**src/rtl/mem_ctrl_pkg.sv**
```systemverilog
// ---------------------------------------------------------------------------
// mem_ctrl_pkg
//   Shared definitions for the 16x8 memory sequencer: default widths,
//   the access FSM state encoding and the requester port indices.
// ---------------------------------------------------------------------------
package mem_ctrl_pkg;

    localparam int unsigned ADDR_W_DEF = 4;
    localparam int unsigned DATA_W_DEF = 8;

    typedef enum logic [1:0] {
        IDLE = 2'b00,
        ADDR = 2'b01,
        DATA = 2'b10,
        ACK  = 2'b11
    } state_t;

    localparam logic P_CPU  = 1'b0;
    localparam logic P_LOAD = 1'b1;

endpackage

```
**src/rtl/rr_arb2.sv**
```systemverilog
// ---------------------------------------------------------------------------
// rr_arb2
//   Combinational two-way round-robin pick.
//   req0/req1   : request lines
//   last_grant  : port granted most recently (held by the caller)
//   gnt_valid   : at least one request present
//   gnt_idx     : chosen port; on a tie, the port that did not win last
// ---------------------------------------------------------------------------
module rr_arb2
    import mem_ctrl_pkg::*;
(
    input  logic req0,
    input  logic req1,
    input  logic last_grant,
    output logic gnt_valid,
    output logic gnt_idx
);

    always_comb begin
        gnt_valid = req0 | req1;
        gnt_idx   = P_CPU;
        if (req0 && req1) begin
            gnt_idx = ~last_grant;
        end else if (req1) begin
            gnt_idx = P_LOAD;
        end
    end

endmodule

```
**src/rtl/mem_arbiter.sv**
```systemverilog
// ---------------------------------------------------------------------------
// mem_arbiter
//   Shares the 16x8 program/data memory (MAR + RAM) between the CPU path
//   (port 0) and the program loader (port 1). Each req/ack access is run as
//   IDLE -> ADDR (load MAR) -> DATA (read or write RAM) -> ACK -> IDLE.
//
//   clk, rst           : clock, asynchronous active-low reset
//   reqN/weN/addrN/wdataN : requester N access; req held until ackN
//   ackN               : one-cycle completion pulse for port N
//   rdata              : read data, held until the next read completes
//   mar_load, mem_bus, ram_we : memory-side control and bus
//   mem_out            : combinational ram[MAR] from the memory
//   busy               : FSM not in IDLE
// ---------------------------------------------------------------------------
module mem_arbiter
    import mem_ctrl_pkg::*;
#(
    parameter int unsigned ADDR_W = ADDR_W_DEF,
    parameter int unsigned DATA_W = DATA_W_DEF
) (
    input  logic              clk,
    input  logic              rst,
    input  logic              req0,
    input  logic              we0,
    input  logic [ADDR_W-1:0] addr0,
    input  logic [DATA_W-1:0] wdata0,
    output logic              ack0,
    input  logic              req1,
    input  logic              we1,
    input  logic [ADDR_W-1:0] addr1,
    input  logic [DATA_W-1:0] wdata1,
    output logic              ack1,
    output logic [DATA_W-1:0] rdata,
    output logic              mar_load,
    output logic [DATA_W-1:0] mem_bus,
    output logic              ram_we,
    input  logic [DATA_W-1:0] mem_out,
    output logic              busy
);

    state_t            state;
    state_t            state_nxt;
    logic              last_grant;
    logic [ADDR_W-1:0] addr_q;
    logic [DATA_W-1:0] wdata_q;
    logic              we_q;
    logic              gnt_valid;
    logic              gnt_idx;

    rr_arb2 u_arb (
        .req0       (req0),
        .req1       (req1),
        .last_grant (last_grant),
        .gnt_valid  (gnt_valid),
        .gnt_idx    (gnt_idx)
    );

    always_ff @(posedge clk or negedge rst) begin
        if (!rst) begin
            state <= IDLE;
        end else begin
            state <= state_nxt;
        end
    end

    always_comb begin
        state_nxt = state;
        case (state)
            IDLE:    if (gnt_valid) state_nxt = ADDR;
            ADDR:    state_nxt = DATA;
            DATA:    state_nxt = ACK;
            ACK:     state_nxt = IDLE;
            default: state_nxt = IDLE;
        endcase
    end

    // last_grant doubles as the owner of the access in flight, so the ack
    // decode below needs no separate granted-port register.
    always_ff @(posedge clk or negedge rst) begin
        if (!rst) begin
            last_grant <= P_LOAD;
            addr_q     <= '0;
            wdata_q    <= '0;
            we_q       <= 1'b0;
            rdata      <= '0;
        end else begin
            if (state == IDLE && gnt_valid) begin
                last_grant <= gnt_idx;
                if (gnt_idx == P_LOAD) begin
                    addr_q  <= addr1;
                    wdata_q <= wdata1;
                    we_q    <= we1;
                end else begin
                    addr_q  <= addr0;
                    wdata_q <= wdata0;
                    we_q    <= we0;
                end
            end
            if (state == DATA && !we_q) begin
                rdata <= mem_out;
            end
        end
    end

    // Memory-side outputs depend only on state and latched registers; with
    // state cleared asynchronously, ram_we falls the moment rst goes low.
    always_comb begin
        mar_load = 1'b0;
        ram_we   = 1'b0;
        mem_bus  = '0;
        ack0     = 1'b0;
        ack1     = 1'b0;
        busy     = (state != IDLE);
        case (state)
            ADDR: begin
                mar_load = 1'b1;
                mem_bus  = DATA_W'(addr_q);
            end
            DATA: begin
                if (we_q) begin
                    ram_we  = 1'b1;
                    mem_bus = wdata_q;
                end
            end
            ACK: begin
                ack0 = (last_grant == P_CPU);
                ack1 = (last_grant == P_LOAD);
            end
            default: ;
        endcase
    end

endmodule
```
**config.mk**
```make
export PLATFORM = sky130hd
export DESIGN_NAME = mem_arbiter
export DESIGN_NICKNAME = d
export VERILOG_FILES = /design/src/rtl/mem_ctrl_pkg.sv /design/src/rtl/rr_arb2.sv /design/src/rtl/mem_arbiter.sv
export SDC_FILE = /design/constraint.sdc
export NUM_CORES = 1
export LEC_CHECK = 0
export CAP_MARGIN = 20
export CORE_ASPECT_RATIO = 0.9
export CORE_MARGIN = 10
export CORE_UTILIZATION = 44
export DETAILED_ROUTE_END_ITERATION = 10
export PLACE_DENSITY_LB_ADDON = 0.05
export SLEW_MARGIN = 20
export SYNTH_ARGS = -nofsm -noshare
export SYNTH_HDL_FRONTEND = slang
export SYNTH_HIERARCHICAL = 1
export SYNTH_SLANG_ARGS = --single-unit
```
**constraint.sdc**
```tcl
create_clock -name clk -period 3.9 [get_ports clk]
set_input_delay 1.17 -clock clk [delete_from_list [all_inputs] [get_ports clk]]
set_output_delay 1.17 -clock clk [all_outputs]
set_load 0.02 [all_outputs]
```
# ---- Word level (Yosys, flattened, before mapping)
# Index checks and enable logic that the tools add are counted.
# W data, S select, Z words.
dict set report classes {
  n_eq_ne 4
  n_mux 14
  bitwise 2
  reduce_logical 6
}
# cell n
set ops {}
lappend ops {{$mux W8} 2}
lappend ops {{$pmux W8 S2} 1}
lappend ops {{$mux W1} 8}
lappend ops {{$pmux W2 S4} 1}
lappend ops {{$eq A2 B2 Y1 const B} 2}
lappend ops {{$mux W4} 1}
lappend ops {{$logic_and A1 B1 Y1} 3}
lappend ops {{$eq A2 B1 Y1 const B} 1}
lappend ops {{$logic_not A2 Y1} 1}
lappend ops {{$mux W2} 1}
lappend ops {{$ne A2 B2 Y1 const B} 1}
lappend ops {{$reduce_bool A2 Y1} 1}
lappend ops {{$logic_not A1 Y1} 1}
lappend ops {{$not A1 Y1} 1}
lappend ops {{$or A1 B1 Y1} 1}
dict set report word_totals {
  reg_bits 24
  output_inout_bits 21
}

# ---- Longest topological paths before layout
dict set report logic_depth {
  depth_word 3
  mapped_depth 6
  depth_no_buf 4
}

# ---- Cells and area by module
# The synthesis kept the hierarchy.
# module cells_per_inst instances area_each_um2
set by_module_without_submodules {}
lappend by_module_without_submodules {mem_arbiter 110 1 1296.2}
lappend by_module_without_submodules {rr_arb2 2 1 13.8}

# ---- Worst setup path after synthesis
# OpenSTA, ideal clock, no wires.
dict set report synth_timing {
  kind {register -> output}
  from {register state[0]}
  to {output port mem_bus[4]}
  t_required_ps 2730
  stages_incl_launch_ff 5
  n_path_buf 0
  t_arrival_ps 1340
  path_slack_ps 1390
  cell_sequence {dfrtp_1 > inv_1 > ha_1 > and2_1 > and3_1}
}
dict set report synth_between {
  elab_chain_len 2
  word_cells_on_any_way 3
  classes_between {2 x eq/ne; 1 x mux}
}
# element line_no
set synth_lines {}
lappend synth_lines {{start, declared} mem_arbiter.sv:41} ;# state_t state;
lappend synth_lines {{start signal, assigned} mem_arbiter.sv:62} ;# state <= state_nxt;
lappend synth_lines {{$eq A2 B2 Y1 or $eq A2 B1 Y1 (tied branches)} mem_arbiter.sv:114} ;# case (state)
lappend synth_lines {{$pmux W8 S2 *} mem_arbiter.sv:114}
lappend synth_lines {{end, declared} mem_arbiter.sv:35} ;# output logic [DATA_W-1:0] mem_bus,
# Mark *: on every way between the ends. The rest lies on a longest branch, timed or not.

# ---- Worst setup path in the final report
dict set report layout_timing {
  from {register state[0]}
  to {output port mem_bus[5]}
}
# Same word-level chain as after synthesis.

==> impl_metrics.py <==
metrics = {
    "run_status": {
        "status": "completed",
    },
    "sta": {
        "tns_ns": 0,
        "finClkSkew_ns": 0.001665,
        "finalSetupViolCount": 0,
        "slew_viol_final": 0,
        "fmax_mhz": 297.7,
        "tightest_slew_ns": 0.9747,
        "worst_hold_slack_ns": 0.5276,
        "relSlewSlack_pct": 34.89,
        "rsz0062_at_grt": "false",
        "period_minus_slack_ns": 3.359,
        "hold_violations": 0,
        "period_share_pct": 86.14,
    },
    "cts": {
        "numCtsBuffers": 3,
        "ctsHtreeMaxLevel": 1,
        "clkLatencyLatePin_ns": 0.31,
        "cts_setup_buffers": 0,
        "cts_resized": 0,
        "clockBufferDepth": 2,
        "cts_hold_buf": 0,
        "clkTransAtPathRegs_ns": 0.13,
        "cts_tree": "built",
        "clock-root-buffer": "clkbuf_4",
        "clock_sinks": 24,
    },
    "floorplan": {
        "design.die.area_um2": 5563,
        "fp.dieW_um": 77.52,
        "core_region_area_um2": 2793,
        "io_pins": 59,
        "core.rowCount": 18,
        "die_y_um": 71.77,
        "start_util_pct": 46.91,
    },
    "detailed_routing": {
        "drt-total-wl_um": 3496,
        "antenna_left": 0,
        "via_per_inst": 5.163,
        "drt-initial-drc-count": 44,
        "wl_per_cell_um": 16.73,
        "num_vias": 1079,
        "drc": 0,
        "firstDrtPassIters": 4,
    },
    "worst_setup_path": {
        "start_kind": "flip-flop",
        "worstReg2RegStart": "state[0]",
        "cp.required_ns": 2.73,
        "end_kind": "output pin",
        "r2r.worst_path.cells": 4,
        "crit_chain": "inv_1, ha_1, and2_1, and3_1, clkdlybuf4s50_1",
        "crit_type": "flip-flop to output pin",
        "r2r_setup_slack_ns": 1.87,
        "max_stage_delay_ns": 0.61,
        "worstPathArrival_ns": 2.19,
        "worst_path_max_delay_cell": "clkdlybuf4s50_1",
        "cp_max_fo": 5,
        "cp-startpoint": "state[0]",
    },
    "synth": {
        "syn_inst": 112,
        "avgSynthCellArea_um2": 11.70,
        "synth_common_cells": "a21oi_1, dfrtp_1, mux2i_1",
        "synth.area.mux_share_pct": 21.87,
        "synth_top_cell_area_share_pct": 43.94,
        "synth_edf_count": 0,
        "synth_top_area_cell": "dfrtp_1",
        "yosys.area_share.xor_xnor_pct": 0,
        "synth_top_family_by_area": "multiplexers",
        "async_reset_ff_share_pct": 100.0,
        "synth_area_leaders": "dfrtp_1, mux2i_1, mux2_4",
        "yosysSeqAreaShare_pct": 45.94,
        "syn-cell-area_um2": 1310,
        "synthAdderAreaFrac_pct": 6.686,
        "ys.flop_type": "dfrtp_1",
        "synth_most_common_cell": "a21oi_1",
        "yosys.area_share.simple_pct": 7.450,
        "synth-seq-cells": 24,
        "synth_nets": 157,
        "synth_compound_area_share_pct": 13.18,
        "yosysWarnings": 6,
        "synth_cell_types": 18,
    },
    "run": {
        "drv_cap": 0,
    },
    "finish": {
        "num_antenna_cells": 0,
        "synthToLayoutAreaGrowth_pct": 49.19,
        "layout.nets": 215,
        "fin_util_pct": 69.98,
        "drive_gt1_share_pct": 10.65,
    },
    "grt": {
        "gr-total-overflow": 0,
        "antenna_found_initial": 0,
        "gr-usage-all-layers_pct": 12.22,
        "grt_max_degree": 25,
        "first_global_vias": 1133,
        "grt_pass1_wl_um": 5630,
    },
    "placement": {
        "place_hpwl_um": 2797,
        "gp_congestion": 0.7834,
        "port_buffers": 58,
    },
    "pwr": {
        "power_density_nw_per_um2": 764.9,
        "p_leak_uw": 0.0008312,
        "ir_worst_vdd_mv": 0.3722,
    },
    "min_path": {
        "hp-start": "rdata[6]",
        "min_path_type": "flip-flop to flip-flop",
        "hold_depth": 1,
    },
}
## critical path: cells and delay by family (launching register included)
| kind | cells | cell delay [ns] |
|---|---|---|
| adders and majority gates | 1 | 0.25 |
| buffers and inverters | 2 | 0.77 |
| DFF | 1 | 0.44 |
| and+or+nand+nor | 2 | 0.41 |
## metal layers
metal  routed length, µm  track usage [%]  vias to the layer above
li1                    -                -                      513
met1                1623            15.17                      512
met2                1638            20.13                       50
met3                 200            3.491                        4
met4                  33            3.644                        0
met5                   0                0                        -
## power by group
group	internal (µW)	switching, µW
Clock	104	76.4
Sequential	379	90.0
Combinational	434	411
Total	917	578
## cells in the final DEF, fill, tap and decap left out, types with 3 or more instances in the layout
cell,count
clkdlybuf4s50_1,57
a21oi_1,26
dfrtp_1,23
mux2i_1,14
mux2_4,9
nor2b_1,7
ha_1,7
a32oi_1,4
and3_1,4
inv_1,3
and2_1,3
clkbuf_4,3
## final cells by class
| class | count | area [µm²] |
|---|---|---|
| Sequential cell | 24 | 601.8 |
| Clock buffer | 3 | 22.52 |
| Timing Repair Buffer | 60 | 590.6 |
| Multi-Input combinational cell | 78 | 648.1 |
| Tap cell | 40 | 50.05 |
| Clock inverter | 1 | 30.03 |
| Fill cell | 223 | 838.3 |
| Inverter | 3 | 11.26 |
## stage by stage
| stage | area, µm² | setup WS, ns | total power (µW) | cells |
|---|---|---|---|---|
| after floorplan | 1310 | 1.390 | 988.6 | 112 |
| after global placement | 1907 | 0.9150 | 1300 | 205 |
| after detailed placement | 1907 | 0.8634 | 1325 | 205 |
| after CTS | 1959 | 0.5192 | 1511 | 209 |
| after global routing | 1954 | 0.4237 | 1594 | 209 |
| final | 1954 | 0.5407 | 1495 | 209 |
## sequential cells by signal (all words and copies together), names as in the netlist
name / flops
rdata: 8
wdata_q: 8
addr_q: 4
state: 2
last_grant: 1
we_q: 1
## worst paths after layout
| kind | to |
|---|---|
| max | mem_bus[5] |
| min | rdata[6] |
| max reg2reg | rdata[1] |
| min reg2reg | rdata[6] |
| max in group asynchronous | last_grant |
| min in group asynchronous | state[0] |
## cell families after synthesis
| group | after synthesis |
|---|---|
| AO/OA/AOI/OAI | 31 |
| adder cells (fa/ha/maj) | 7 |
| buffers and inverters | 10 |
| flip-flops | 24 |
| multiplexers | 24 |
| AND/OR/NAND/NOR | 16 |
No activity file was read; power rests on OpenSTA's default activity.
